--- config.mk ---
export PLATFORM = sky130hd
export DESIGN_NAME = uart_datagram_rx_flat
export DESIGN_NICKNAME = d
export VERILOG_FILES = /design/src/rtl/uart_datagram_rx_pkg.sv /design/src/rtl/uart_datagram_rx_if.sv /design/src/rtl/uart_rx_byte.sv /design/src/rtl/uart_datagram_rx.sv /design/src/flat_wrapper.sv
export SDC_FILE = /design/constraint.sdc
export NUM_CORES = 1
export LEC_CHECK = 0
export CAP_MARGIN = 20
export CORE_MARGIN = 4
export CORE_UTILIZATION = 30
export CTS_CLUSTER_DIAMETER = 100
export DETAILED_ROUTE_END_ITERATION = 6
export REMOVE_ABC_BUFFERS = 1
export SLEW_MARGIN = 20
export SYNTH_ARGS = -nofsm -noshare
export SYNTH_HDL_FRONTEND = slang
export SYNTH_SLANG_ARGS = --single-unit
--- constraint.sdc ---
create_clock -name clk -period 5.3 [get_ports clk]
set_input_delay 1.06 -clock clk [delete_from_list [all_inputs] [get_ports clk]]
set_output_delay 1.06 -clock clk [all_outputs]
set_load 0.01 [all_outputs]
--- src/rtl/uart_datagram_rx_pkg.sv ---
// Shared constants and types for the UART datagram receiver.
package uart_datagram_rx_pkg;

    localparam int MESSAGE_SIZE = 32;
    localparam int NBYTES = MESSAGE_SIZE / 8;
    localparam logic [7:0] SYNC_BYTE = 8'hA5;

    typedef logic [7:0] byte_t;

    typedef enum logic [1:0] {
        HUNT,
        PAYLOAD,
        CHECK
    } frame_state_t;

    typedef enum logic [1:0] {
        IDLE,
        START,
        DATA,
        STOP
    } byte_state_t;

endpackage

--- src/rtl/uart_datagram_rx_if.sv ---
// Serial input plus datagram result bus of the receiver.
interface uart_datagram_rx_if;
    import uart_datagram_rx_pkg::*;

    logic                    RxD;
    logic [MESSAGE_SIZE-1:0] datagram;
    logic                    datagram_valid;
    logic                    frame_error;
    logic                    checksum_error;

    // Receiver side: consumes the line, produces datagrams.
    modport master (
        input  RxD,
        output datagram,
        output datagram_valid,
        output frame_error,
        output checksum_error
    );

    // Line driver / datagram consumer side.
    modport slave (
        output RxD,
        input  datagram,
        input  datagram_valid,
        input  frame_error,
        input  checksum_error
    );

endinterface

--- src/rtl/uart_rx_byte.sv ---
// Oversampled 8N1 byte receiver: synchronizer, sample-tick divider, byte FSM.
module uart_rx_byte
    import uart_datagram_rx_pkg::*;
#(
    parameter int CLK_FREQ   = 100_000_000,
    parameter int BAUD       = 115200,
    parameter int OVERSAMPLE = 16
) (
    input  logic  clk,
    input  logic  rst,
    input  logic  rxd,
    output byte_t rx_byte,
    output logic  byte_valid,
    output logic  byte_ferr,
    output logic  line_idle,
    output logic  start_edge,
    output logic  sample_tick
);

    localparam int DIV    = CLK_FREQ / (BAUD * OVERSAMPLE);
    localparam int DIV_W  = (DIV > 1) ? $clog2(DIV) : 1;
    localparam int TICK_W = $clog2(OVERSAMPLE) + 1;

    logic [1:0]        sync_reg;
    logic              rxd_prev_reg;
    logic              rxd_s;
    logic              fall_edge;
    logic [DIV_W-1:0]  div_reg;
    byte_state_t       state_reg, state_next;
    logic [TICK_W-1:0] tick_cnt_reg, tick_cnt_next;
    logic [2:0]        bit_cnt_reg, bit_cnt_next;
    byte_t             shift_reg, shift_next;
    logic              valid_reg, valid_next;
    logic              ferr_reg, ferr_next;

    assign rxd_s       = sync_reg[1];
    assign fall_edge   = rxd_prev_reg & ~rxd_s;
    assign sample_tick = (div_reg == DIV_W'(DIV - 1));
    assign line_idle   = (state_reg == IDLE);
    assign start_edge  = line_idle & fall_edge;
    assign rx_byte     = shift_reg;
    assign byte_valid  = valid_reg;
    assign byte_ferr   = ferr_reg;

    // Two-stage synchronizer plus previous-value register for edge detection.
    always_ff @(posedge clk or posedge rst) begin
        if (rst) begin
            sync_reg     <= 2'b11;
            rxd_prev_reg <= 1'b1;
        end else begin
            sync_reg     <= {sync_reg[0], rxd};
            rxd_prev_reg <= sync_reg[1];
        end
    end

    // Free-running divider producing one sample tick every DIV clocks.
    always_ff @(posedge clk or posedge rst) begin
        if (rst)              div_reg <= '0;
        else if (sample_tick) div_reg <= '0;
        else                  div_reg <= div_reg + DIV_W'(1);
    end

    // Byte FSM state and datapath registers.
    always_ff @(posedge clk or posedge rst) begin
        if (rst) begin
            state_reg    <= IDLE;
            tick_cnt_reg <= '0;
            bit_cnt_reg  <= '0;
            shift_reg    <= '0;
            valid_reg    <= 1'b0;
            ferr_reg     <= 1'b0;
        end else begin
            state_reg    <= state_next;
            tick_cnt_reg <= tick_cnt_next;
            bit_cnt_reg  <= bit_cnt_next;
            shift_reg    <= shift_next;
            valid_reg    <= valid_next;
            ferr_reg     <= ferr_next;
        end
    end

    // Next-state logic: mid-bit sampling, LSB first, stop-bit verdict as a pulse.
    always_comb begin
        state_next    = state_reg;
        tick_cnt_next = tick_cnt_reg;
        bit_cnt_next  = bit_cnt_reg;
        shift_next    = shift_reg;
        valid_next    = 1'b0;
        ferr_next     = 1'b0;
        case (state_reg)
            IDLE: begin
                if (fall_edge) begin
                    state_next    = START;
                    tick_cnt_next = '0;
                end
            end
            START: begin
                if (sample_tick) begin
                    if (tick_cnt_reg == TICK_W'(OVERSAMPLE / 2 - 1)) begin
                        tick_cnt_next = '0;
                        bit_cnt_next  = '0;
                        // A line already back high is a glitch, not a start bit.
                        state_next    = rxd_s ? IDLE : DATA;
                    end else begin
                        tick_cnt_next = tick_cnt_reg + TICK_W'(1);
                    end
                end
            end
            DATA: begin
                if (sample_tick) begin
                    if (tick_cnt_reg == TICK_W'(OVERSAMPLE - 1)) begin
                        tick_cnt_next = '0;
                        shift_next    = {rxd_s, shift_reg[7:1]};
                        if (bit_cnt_reg == 3'd7) state_next   = STOP;
                        else                     bit_cnt_next = bit_cnt_reg + 3'd1;
                    end else begin
                        tick_cnt_next = tick_cnt_reg + TICK_W'(1);
                    end
                end
            end
            STOP: begin
                if (sample_tick) begin
                    if (tick_cnt_reg == TICK_W'(OVERSAMPLE - 1)) begin
                        tick_cnt_next = '0;
                        state_next    = IDLE;
                        valid_next    = rxd_s;
                        ferr_next     = ~rxd_s;
                    end else begin
                        tick_cnt_next = tick_cnt_reg + TICK_W'(1);
                    end
                end
            end
            default: state_next = IDLE;
        endcase
    end

endmodule

--- src/rtl/uart_datagram_rx.sv ---
// Frame sync, payload assembly and XOR checksum check on top of the byte receiver.
module uart_datagram_rx
    import uart_datagram_rx_pkg::*;
#(
    parameter int CLK_FREQ     = 100_000_000,
    parameter int BAUD         = 115200,
    parameter int OVERSAMPLE   = 16,
    parameter int TIMEOUT_BITS = 20
) (
    input logic              clk,
    input logic              rst,
    uart_datagram_rx_if.master bus
);

    localparam int TIMEOUT_TICKS = TIMEOUT_BITS * OVERSAMPLE;
    localparam int TO_W          = $clog2(TIMEOUT_TICKS + 1);
    localparam int IDX_W         = $clog2(NBYTES) + 1;

    byte_t                   rx_byte;
    logic                    byte_valid, byte_ferr, line_idle, start_edge, sample_tick;
    frame_state_t            state_reg, state_next;
    logic [IDX_W-1:0]        idx_reg, idx_next;
    byte_t                   csum_reg, csum_next;
    logic [TO_W-1:0]         to_cnt_reg, to_cnt_next;
    logic [MESSAGE_SIZE-1:0] dg_reg, dg_next;
    logic                    valid_reg, valid_next;
    logic                    ferr_reg, ferr_next;
    logic                    cerr_reg, cerr_next;
    logic                    load_payload;
    logic                    timeout_hit;
    byte_t                   hold_reg [NBYTES];
    logic [MESSAGE_SIZE-1:0] hold_flat;

    uart_rx_byte #(
        .CLK_FREQ   (CLK_FREQ),
        .BAUD       (BAUD),
        .OVERSAMPLE (OVERSAMPLE)
    ) u_byte (
        .clk         (clk),
        .rst         (rst),
        .rxd         (bus.RxD),
        .rx_byte     (rx_byte),
        .byte_valid  (byte_valid),
        .byte_ferr   (byte_ferr),
        .line_idle   (line_idle),
        .start_edge  (start_edge),
        .sample_tick (sample_tick)
    );

    assign timeout_hit = (state_reg != HUNT) && line_idle && sample_tick && !start_edge
                         && (to_cnt_reg == TO_W'(TIMEOUT_TICKS - 1));

    // Payload lanes: byte idx lands in lane idx; lane 0 is the datagram MSB byte.
    for (genvar gi = 0; gi < NBYTES; gi++) begin : g_lane
        // Capture the payload byte addressed to this lane.
        always_ff @(posedge clk or posedge rst) begin
            if (rst)                                         hold_reg[gi] <= '0;
            else if (load_payload && idx_reg == IDX_W'(gi)) hold_reg[gi] <= rx_byte;
        end
        assign hold_flat[(NBYTES - 1 - gi) * 8 +: 8] = hold_reg[gi];
    end

    // Frame FSM state, counters and output strobes.
    always_ff @(posedge clk or posedge rst) begin
        if (rst) begin
            state_reg  <= HUNT;
            idx_reg    <= '0;
            csum_reg   <= '0;
            to_cnt_reg <= '0;
            dg_reg     <= '0;
            valid_reg  <= 1'b0;
            ferr_reg   <= 1'b0;
            cerr_reg   <= 1'b0;
        end else begin
            state_reg  <= state_next;
            idx_reg    <= idx_next;
            csum_reg   <= csum_next;
            to_cnt_reg <= to_cnt_next;
            dg_reg     <= dg_next;
            valid_reg  <= valid_next;
            ferr_reg   <= ferr_next;
            cerr_reg   <= cerr_next;
        end
    end

    // Frame next-state logic; the if/else chain keeps the three strobes exclusive.
    always_comb begin
        state_next   = state_reg;
        idx_next     = idx_reg;
        csum_next    = csum_reg;
        dg_next      = dg_reg;
        valid_next   = 1'b0;
        ferr_next    = 1'b0;
        cerr_next    = 1'b0;
        load_payload = 1'b0;
        to_cnt_next  = to_cnt_reg;
        if (state_reg == HUNT || start_edge)  to_cnt_next = '0;
        else if (line_idle && sample_tick)    to_cnt_next = to_cnt_reg + TO_W'(1);

        if (byte_ferr) begin
            ferr_next  = 1'b1;
            state_next = HUNT;
        end else if (timeout_hit) begin
            ferr_next   = 1'b1;
            state_next  = HUNT;
            to_cnt_next = '0;
        end else if (byte_valid) begin
            case (state_reg)
                HUNT: begin
                    if (rx_byte == SYNC_BYTE) begin
                        state_next = PAYLOAD;
                        idx_next   = '0;
                        csum_next  = '0;
                    end
                end
                PAYLOAD: begin
                    load_payload = 1'b1;
                    csum_next    = csum_reg ^ rx_byte;
                    idx_next     = idx_reg + IDX_W'(1);
                    if (idx_reg == IDX_W'(NBYTES - 1)) state_next = CHECK;
                end
                CHECK: begin
                    if (rx_byte == csum_reg) begin
                        dg_next    = hold_flat;
                        valid_next = 1'b1;
                    end else begin
                        cerr_next  = 1'b1;
                    end
                    state_next = HUNT;
                end
                default: state_next = HUNT;
            endcase
        end
    end

    assign bus.datagram       = dg_reg;
    assign bus.datagram_valid = valid_reg;
    assign bus.frame_error    = ferr_reg;
    assign bus.checksum_error = cerr_reg;

endmodule
--- src/flat_wrapper.sv ---
// flat-port wrapper written by rule: the top's interface ports become plain ports
module uart_datagram_rx_flat import uart_datagram_rx_pkg::*;
#(
    parameter int CLK_FREQ     = 100_000_000,
    parameter int BAUD         = 115200,
    parameter int OVERSAMPLE   = 16,
    parameter int TIMEOUT_BITS = 20
)
  (clk, rst, bus_RxD, bus_datagram, bus_datagram_valid, bus_frame_error, bus_checksum_error);
  uart_datagram_rx_if bus_i ();
  input logic clk;
  input logic rst;
  input wire logic [$bits(bus_i.RxD)-1:0] bus_RxD;
  output wire logic [$bits(bus_i.datagram)-1:0] bus_datagram;
  output wire logic [$bits(bus_i.datagram_valid)-1:0] bus_datagram_valid;
  output wire logic [$bits(bus_i.frame_error)-1:0] bus_frame_error;
  output wire logic [$bits(bus_i.checksum_error)-1:0] bus_checksum_error;
  assign bus_i.RxD = bus_RxD;
  assign bus_datagram = bus_i.datagram;
  assign bus_datagram_valid = bus_i.datagram_valid;
  assign bus_frame_error = bus_i.frame_error;
  assign bus_checksum_error = bus_i.checksum_error;
  uart_datagram_rx #(.CLK_FREQ(CLK_FREQ), .BAUD(BAUD), .OVERSAMPLE(OVERSAMPLE), .TIMEOUT_BITS(TIMEOUT_BITS)) u_core (.clk(clk), .rst(rst), .bus(bus_i));
endmodule
Word level (Yosys, flattened, before mapping)
Index checks and enable logic that the tools add are counted.
Storage, ports and cells
  bits in registers: 118
  input bits: 3
  output and inout port bits: 35
  word-level logic and storage cells: 145
Operators by class
  $add $sub $neg: 5
  eq/ne operators: 28
  mux-type cells: 59
  bitwise gates (word level): 6
  reduce and logical (&&, ||, !) cells: 26
Operators with widths (number)
  2-to-1 mux 9 bit: 4
  2-to-1 mux 2 bit: 14
  2-to-1 mux 5 bit: 5
  2-to-1 mux 1 bit: 22
  2-to-1 mux 3 bit: 6
  one-hot mux 8 bit (2 select lines): 1
  one-hot mux 5 bit (3 select lines): 1
  inequality test 2 bit, second input constant: 7
  one-hot mux 3 bit (2 select lines): 2
  AND reduction 5 bit: 2
  adder 9 x 1 -> 9 bit, second input constant: 1
  == test 9 bit, second input constant: 1
  logical AND 1 bit: 9
  AND reduction 3 bit: 3
  == test 8 bit: 1
  == test 8 bit, second input constant: 1
  2-to-1 mux 8 bit: 1
  inequality test 2 x 1 -> 1 bit, second input constant: 4
  one-hot mux 2 bit (4 select lines): 1
  AND reduction 8 bit: 1
  bitwise XOR 8 bit: 1
  adder 3 x 1 -> 3 bit, second input constant: 2
  adder 6 x 1 -> 6 bit, second input constant: 1
  == test 2 bit, second input constant: 3
  22 further kinds: 30

Logic depth before layout (Yosys ltp)
Gate-level depths: netlist of the first run.
  depth in word-level cells: 9
  gate-level depth with buffers: 9
  depth with buffers taken out: 9

Modules after synthesis
Synthesis of the first run repeated with hierarchy kept, for this count alone.
Second synthesis, totals
  cell total of the unflattened synthesis: 399
  area total of the unflattened synthesis: 5225.0 um2
By module, submodules not included
  uart_datagram_rx: instances 1, cells each 281, area each 3837.4 um2, seq. area each 2227.1 um2
  uart_rx_byte: instances 1, cells each 118, area each 1387.6 um2, seq. area each 729.4 um2

Worst setup path before layout of the first run
OpenSTA, ideal clock, no wires.
  path type: flip-flop to flip-flop
  start point: reg u_core.u_byte.div_reg[1]
  end point: reg u_core.dg_reg[0], in the netlist u_core.bus.datagram[0]
  library setup time: 127 ps
  arrival time: 1821 ps
  required time: 5173 ps
  path slack: 3352 ps
  cell stages (with the launch flop): 9
  buffers on the path: 1
  clock period less this slack: 1948 ps
  cells stage by stage: dfrtp_1 inv_1 ha_1 nand3b_1 nor3_4 a41oi_2 nand3_4 buf_6 mux2_1
On the way
  cells in the longest elaborated chain, start to end: 6
RTL lines
  start, declared: line uart_rx_byte.sv:28  | logic [DIV_W-1:0] div_reg;
  start signal, assigned: line uart_rx_byte.sv:60  | else div_reg <= div_reg + DIV_W'(1);
  == test 6 bit: line uart_rx_byte.sv:38  | assign sample_tick = (div_reg == DIV_W'(DIV - 1));
  logical AND 1 bit (2 in series): line uart_datagram_rx.sv:50  | assign timeout_hit = (state_reg != HUNT) && line_idle && sample_tick && !start_edge
  logical AND 1 bit: line uart_datagram_rx.sv:51  | && (to_cnt_reg == TO_W'(TIMEOUT_TICKS - 1));
  NOT 1 bit (no source line)
  AND reduction 5 bit (no source line)
  end signal, assigned: line uart_datagram_rx.sv:79  | dg_reg <= dg_next;
  end, declared: line uart_datagram_rx.sv:25  | logic [MESSAGE_SIZE-1:0] dg_reg, dg_next;
Every way passes these cells.
A chain may end at the register's enable or synchronous reset.

==> run metrics, run 1 <==
Pre-antenna DRT Iters=4; Fill cells=1,638; Detailed Place HPWL=6.53 mm; Setup WS post-layout=2870 ps; # diodes=0; final core utilization=37.3%; IO Pins=38; All-Layer GR Usage=10.6%; top cells by count, synth=dfrtp_1 (115), mux2_2 (47), nor2_1 (34); CTS clock-pin slew for the worst setup and hold paths=50 ps; ys async rst share=100%; Max H-tree Level=4; Compound-Gate Fraction of Synth Area=4.63%; crit-path cells=or2_1, nor3_4, a41oi_2, nand3_4, mux2_2; initial antenna violation count=0; fin crit share=45.9%; worst-path fanout max=32; CP arrival=2710 ps; final count of negative-setup-slack endpoints=0; via count=3,218; Seq/Total Area, Yosys=56.4%; YS warnings=0; grt ovf=0; Most Used Layer, Global Route=met2; main combinational cell family by area after synthesis=multiplexers; post-synth top area cell=dfrtp_1; minimum clock period=2430 ps; area of the core=17,200 um2; Power Density=338 nW/um2; Clk pwr share=52.1%; Post-Synth Simple-Gate Area=13.1%; xor/xnor share of the synthesized area=3.18%; net switching power=0.458 mW; share of Yosys cell area claimed by the top area cell type=54.9%; Sw Share=21.1%; internal power=1.71 mW; final instance area=6410 um2; post-synthesis mux area share=17.0%; CP max-delay cell=dfrtp_1; area share of fa/ha/maj cells after synthesis=3.10%; vias per cell=4.68; placed cell areas=5810 um2; CTS Sinks=118; met2 Track Usage GR=17.1%; Die ar.=19,600 um2; max-slew violation count=0; CTS tree=yes; synth unique cells=50; antenna-violating nets left=0; Final GP Congestion=0.763; CTS root buf=clkbuf_16; count of input and output buffers=37; Hold Crit Class=reg2reg; DRC=0; Clock Skews=9.90 ps; Critical Path End Type=flip-flop; most common cell in the netlist=dfrtp_1; ys flop type=dfrtp_1; Slew @ Worst Pin=835 ps; Post-CTS Setup Inserts=0; RSZ-0062 raised after global routing=false; cts hold-fix bufs=0; Logic pwr share=4.1%; Setup WS pre-CTS=2490 ps; Setup CP Type=reg2reg; vias in the first global route=3,374; relative slew slack=44.1%; largest buffer count on any clock path=2; Chip Height=140 um; Max VDD drop=162 uV; share of cells above drive strength 1=20.8%; Max Cap Viol=0; Syn Std Cell Area=5240 um2; Leak Pwr=2.92 nW; initial drt markers=231; CP max stage delay=520 ps; final-stage net count=465; EDFF count, synth=0; status=finished clean; pin count of the biggest net entering global routing=88; wire per inst=14.2 um; initial core utilization=30.5%; final hold viol count=0; CP Launch Type=flip-flop; Worst Path Required=5580 ps; fmax=411 MHz; DIE WIDTH=140 um; # rows=48; flops & latches, synth=118; GR Layer Usage met3=3.79%; largest cells by area after synthesis=dfrtp_1 (55%), mux2_2 (10%), mux2_1 (6.7%); Syn Area/Cell=12.8 um2; Detailed Route WL=9.76 mm; setup TNS=0 ps; Sequential Power Share=43.8%; post-cts resize count=0; TritonCTS Buffers=17; first-pass GRT wire length=16.7 mm; M1 GR Usage=13.3%; Layout area overhead=22.3%; clock latency on the worst-skew pair=400 ps; synthesized netlist cell count=410
## routing by layer
| metal | routed length, um | vias to the layer above |
|---|---|---|
| met4 | 115 | 0 |
| met3 | 435 | 12 |
| met1 | 4310 | 1638 |
| li1 | - | 1522 |
| met2 | 4900 | 46 |
| met5 | 0 | - |
## placed cells by master (no fill, tap or decap), types with 2 or more instances in the layout
| cell | netlist | routed |
|---|---|---|
| dfrtp_1 | 115 | 115 |
| clkdlybuf4s50_1 | 0 | 37 |
| dfstp_2 | 3 | 3 |
| mux2_2 | 47 | 47 |
| xor2_1 | 8 | 8 |
| bufinv_16 | 0 | 2 |
| nand3_1 | 9 | 9 |
| or2_1 | 3 | 3 |
| mux2_1 | 31 | 31 |
| and4bb_2 | 2 | 2 |
| ha_1 | 13 | 13 |
| clkbuf_16 | 0 | 17 |
| nor3_1 | 5 | 5 |
| a22o_1 | 2 | 2 |
| inv_1 | 10 | 9 |
| nand2b_1 | 12 | 12 |
| clkinvlp_4 | 0 | 3 |
| nor3b_4 | 3 | 3 |
| xnor2_1 | 11 | 11 |
| nor3_2 | 2 | 2 |
| and3_1 | 3 | 3 |
| nand4_1 | 5 | 5 |
| clkinv_2 | 0 | 3 |
| nand4b_1 | 3 | 3 |
| a21oi_1 | 5 | 5 |
| nor2b_1 | 2 | 2 |
| clkbuf_8 | 0 | 5 |
| clkbuf_1 | 11 | 2 |
| nor4_1 | 2 | 2 |
| o21ai_0 | 24 | 24 |
| nand2_1 | 14 | 14 |
| and3b_1 | 4 | 4 |
| nor2_1 | 34 | 34 |
## stage by stage
step / cells / power, mW / hold WS (ps)
after floorplan: 392 / 1.03 / 345
after global placement: 655 / 1.05 / 346
after detailed placement: 655 / 1.05 / 350
after CTS: 687 / 2.20 / 358
after global routing: 687 / 2.27 / 361
final: 687 / 2.17 / 355
## critical path: cells and delay by family, from the launching register on
family / cells / cell delay, ps
AOI/OAI and AO/OA: 1 / 210
and+or+nand+nor: 3 / 1160
muxes: 1 / 390
DFF: 1 / 520
## worst paths after layout
check                                                from                        end  slack [ps]  cells past startpoint
worst max-delay path                            flip-flop    u_core.bus.datagram[30]        2870                      5
worst min-delay path            u_core.u_byte.sync_reg[0]  u_core.u_byte.sync_reg[1]         360                      0
worst max register to register                  flip-flop    u_core.bus.datagram[30]        2870                      5
worst min register to register  u_core.u_byte.sync_reg[0]  u_core.u_byte.sync_reg[1]         360                      0
max in group asynchronous                             rst     u_core.bus.datagram[1]        3190                      3
min in group asynchronous                             rst       u_core.to_cnt_reg[3]        1190                      2
## cells by family (layout without fill, tap and decap cells)
kind of cell,Yosys count,in the layout
flops,118,118
simple gates,112,112
mux,79,79
compound gates,40,40
buf+inv,29,81
xor+xnor,19,19
fa+ha+maj,13,13
## power by group through the flow
stage | clock (mW) | combinational, mW | sequential, mW
floorplan | 0 | 0.0702 | 0.956
global placement | 0 | 0.0853 | 0.962
detailed placement | 0 | 0.0906 | 0.964
CTS | 1.16 | 0.0911 | 0.949
global route | 1.21 | 0.104 | 0.952
finish | 1.13 | 0.0891 | 0.949
## final cells by class
class                      instances  area, um2  share of cell area (%)
clock buffer                      24        502                    7.83
clock inverter                     8       97.6                    1.52
inverter                          11       46.3                   0.722
multi-input combinational        263       2150                    33.5
sequential                       118       2960                    46.1
tap                              225        282                    4.39
timing repair buffer              38        378                    5.90
No activity file was read; power rests on OpenSTA's default activity.
==> run 2: changes to the inputs <==
==> constraint.sdc (replaced) <==
create_clock -name clk -period 2.1 [get_ports clk]
set_input_delay 0.42 -clock clk [delete_from_list [all_inputs] [get_ports clk]]
set_output_delay 0.42 -clock clk [all_outputs]
set_load 0.01 [all_outputs]
==> run 2 against run 1 <==
Die area unchanged. Via count increased by 3.6%. Clock power increased to 2.6 times the previous value. Cell count increased by 5.1%. Utilization increased by 2.2 points. Worst hold slack got worse by 30 ps. Critical path depth increased by 3. Final area increased by 5.8%. Global-route usage increased by 0.65 points.
==> run metrics, run 2 (synthesized netlist as in run 1, its figures left out) <==
status=finished clean; Clk pwr share=52.0%; CTS Sinks=118; wire per inst=14.6 um; initial drt markers=164; count of input and output buffers=37; most common cell after layout, fill and taps aside=dfrtp_1; share of cells above drive strength 1=27.6%; area of the core=17,200 um2; cts hold-fix bufs=0; Power Density=819 nW/um2; worst r2r src=u_core.u_byte.div_reg[1]; max-slew violation count=0; fmax=495 MHz; largest buffer count on any clock path=2; CP arrival=2320 ps; Logic pwr share=5.2%; Final GP Congestion=0.781; Max Cap Viol=0; minimum clock period=2020 ps; DRC=0; Setup crit start=u_core.u_byte.div_reg[1]; first-pass GRT wire length=17.6 mm; initial antenna violation count=0; net switching power=1.20 mW; Layout area overhead=29.4%; CTS clock-pin slew for the worst setup and hold paths=50 ps; vias per cell=4.62; Hold Crit Class=in2async; CTS tree=yes; Detailed Route WL=10.5 mm; Die ar.=19,600 um2; worst-path fanout max=16; grt ovf=0; initial core utilization=30.5%; All-Layer GR Usage=11.3%; antenna-violating nets left=0; CTS root buf=clkbuf_16; Detailed Place HPWL=7.29 mm; CP Launch Type=flip-flop; TritonCTS Buffers=17; RSZ-0062 raised after global routing=true; DIE WIDTH=140 um; pin count of the biggest net entering global routing=43; Setup CP Type=reg2reg; internal power=4.35 mW; final count of negative-setup-slack endpoints=0; Max H-tree Level=4; via count=3,334; Setup WS pre-CTS=-16.1 ps; Setup WS post-layout=79.8 ps; # rows=48; final-stage net count=500; Slew @ Worst Pin=390 ps; final hold viol count=0; Clock Skews=5.95 ps; most frequent cells in the layout=dfrtp_1 (115), mux2_2 (47), clkdlybuf4s50_1 (37); fin crit share=96.2%; clock latency on the worst-skew pair=410 ps; Sw Share=21.7%; vias in the first global route=3,506; relative slew slack=73.7%; Critical Path End Type=flip-flop; Sequential Power Share=42.8%; Pre-antenna DRT Iters=6; Tot Pwr=5.55 mW; Max VDD drop=573 uV; Leak Pwr=3.12 nW; Worst Path Required=2400 ps; Chip Height=140 um; IO Pins=38; # diodes=0
-- run 2: changes by cell type in the layout (fill, tap and decap cells not counted), moves of 2 or more --
cell and delta:
buf_4 +28, buf_12 +5, clkbuf_8 -4, ha_1 -2
ha_2 +2
-- run 2: layer usage --
metal  share of wire [%]  GRT usage, %  wire, um  vias to the layer above
li1                    -             -         -                     1589
met1                  45          14.0      4760                     1672
met2                  49          18.0      5130                       58
met3                 4.1          3.72       432                       15
met4                 1.7          4.90       178                        0
met5                   0             0         0                        -
-- run 2: area by class of cell --
type | instances | area, um2
inverter | 11 | 43.8
sequential | 118 | 2960
clock buffer | 20 | 447
tap | 225 | 282
multi-input combinational | 263 | 2170
timing repair buffer | 73 | 724
clock inverter | 12 | 153
fill | 1619 | 10400
-- run 2: path summary, 6_finish.rpt --
check | end | slack (ps) | depth (start not counted)
worst min-delay path | u_core.u_byte.div_reg[5] | 330 | 2
worst max register to register | u_core.bus.datagram[29] | 80 | 8
worst max-delay path | u_core.bus.datagram[29] | 80 | 8
worst min register to register | u_core.u_byte.sync_reg[1] | 360 | 0
max in group asynchronous | u_core.bus.datagram[22] | 1100 | 3
min in group clk | u_core.u_byte.sync_reg[1] | 360 | 0
-- run 2: repair_timing --
item | CTS | global route
setup endpoints to repair | 6 | 62
resized for setup | 1 | 7
pin swaps | 2 | 3
setup buffers | 1 | 2
hold endpoints to repair | 0 | 0
cloned | 0 | 2
-- run 2: stage by stage --
| step | hold slack (ps) | utilization [%] | setup TNS (ps) | instance area [um2] | instances |
|---|---|---|---|---|---|
| after global routing | 350 | 39.5 | -118 | 6780 | 722 |
| after CTS | 326 | 39.0 | 0 | 6700 | 718 |
| after floorplan | 345 | - | -167910 | 5140 | 392 |
| final | 326 | 39.5 | 0 | 6780 | 722 |
| after detailed placement | 350 | 35.3 | -68.5 | 6070 | 685 |
| after global placement | 349 | 35.3 | 0 | 6070 | 685 |
-- run 2: power by group through the flow --
| stage | combinational, mW | clock [mW] | sequential (mW) |
|---|---|---|---|
| 6_report | 0.288 | 2.89 | 2.37 |
| 5_1_grt | 0.328 | 3.09 | 2.38 |
| 4_1_cts | 0.294 | 2.97 | 2.37 |
| 3_5_place_dp | 0.293 | 0 | 2.41 |
| 3_3_place_gp | 0.286 | 0 | 2.41 |
| 2_1_floorplan | 0.177 | 0 | 2.41 |
-- run 2: critical path: stages (launching register included) --
cell and delay (ps):
dfrtp_1 410, inv_1 70, ha_2 180, nand3b_1 130, nor3_4 220, a41oi_2 200, nand3_4 160, buf_12 180
mux2_2 340
==> run 3: changes to the inputs <==
--- a/config.mk
+++ b/config.mk
@@ -5,7 +5,6 @@
 export SDC_FILE = /design/constraint.sdc
 export NUM_CORES = 1
 export LEC_CHECK = 0
-export CAP_MARGIN = 20
 export CORE_MARGIN = 4
 export CORE_UTILIZATION = 30
 export CTS_CLUSTER_DIAMETER = 100
==> results of run 3 <==
Same layout as run 2: the final DEF is identical, and so are final timing and power.
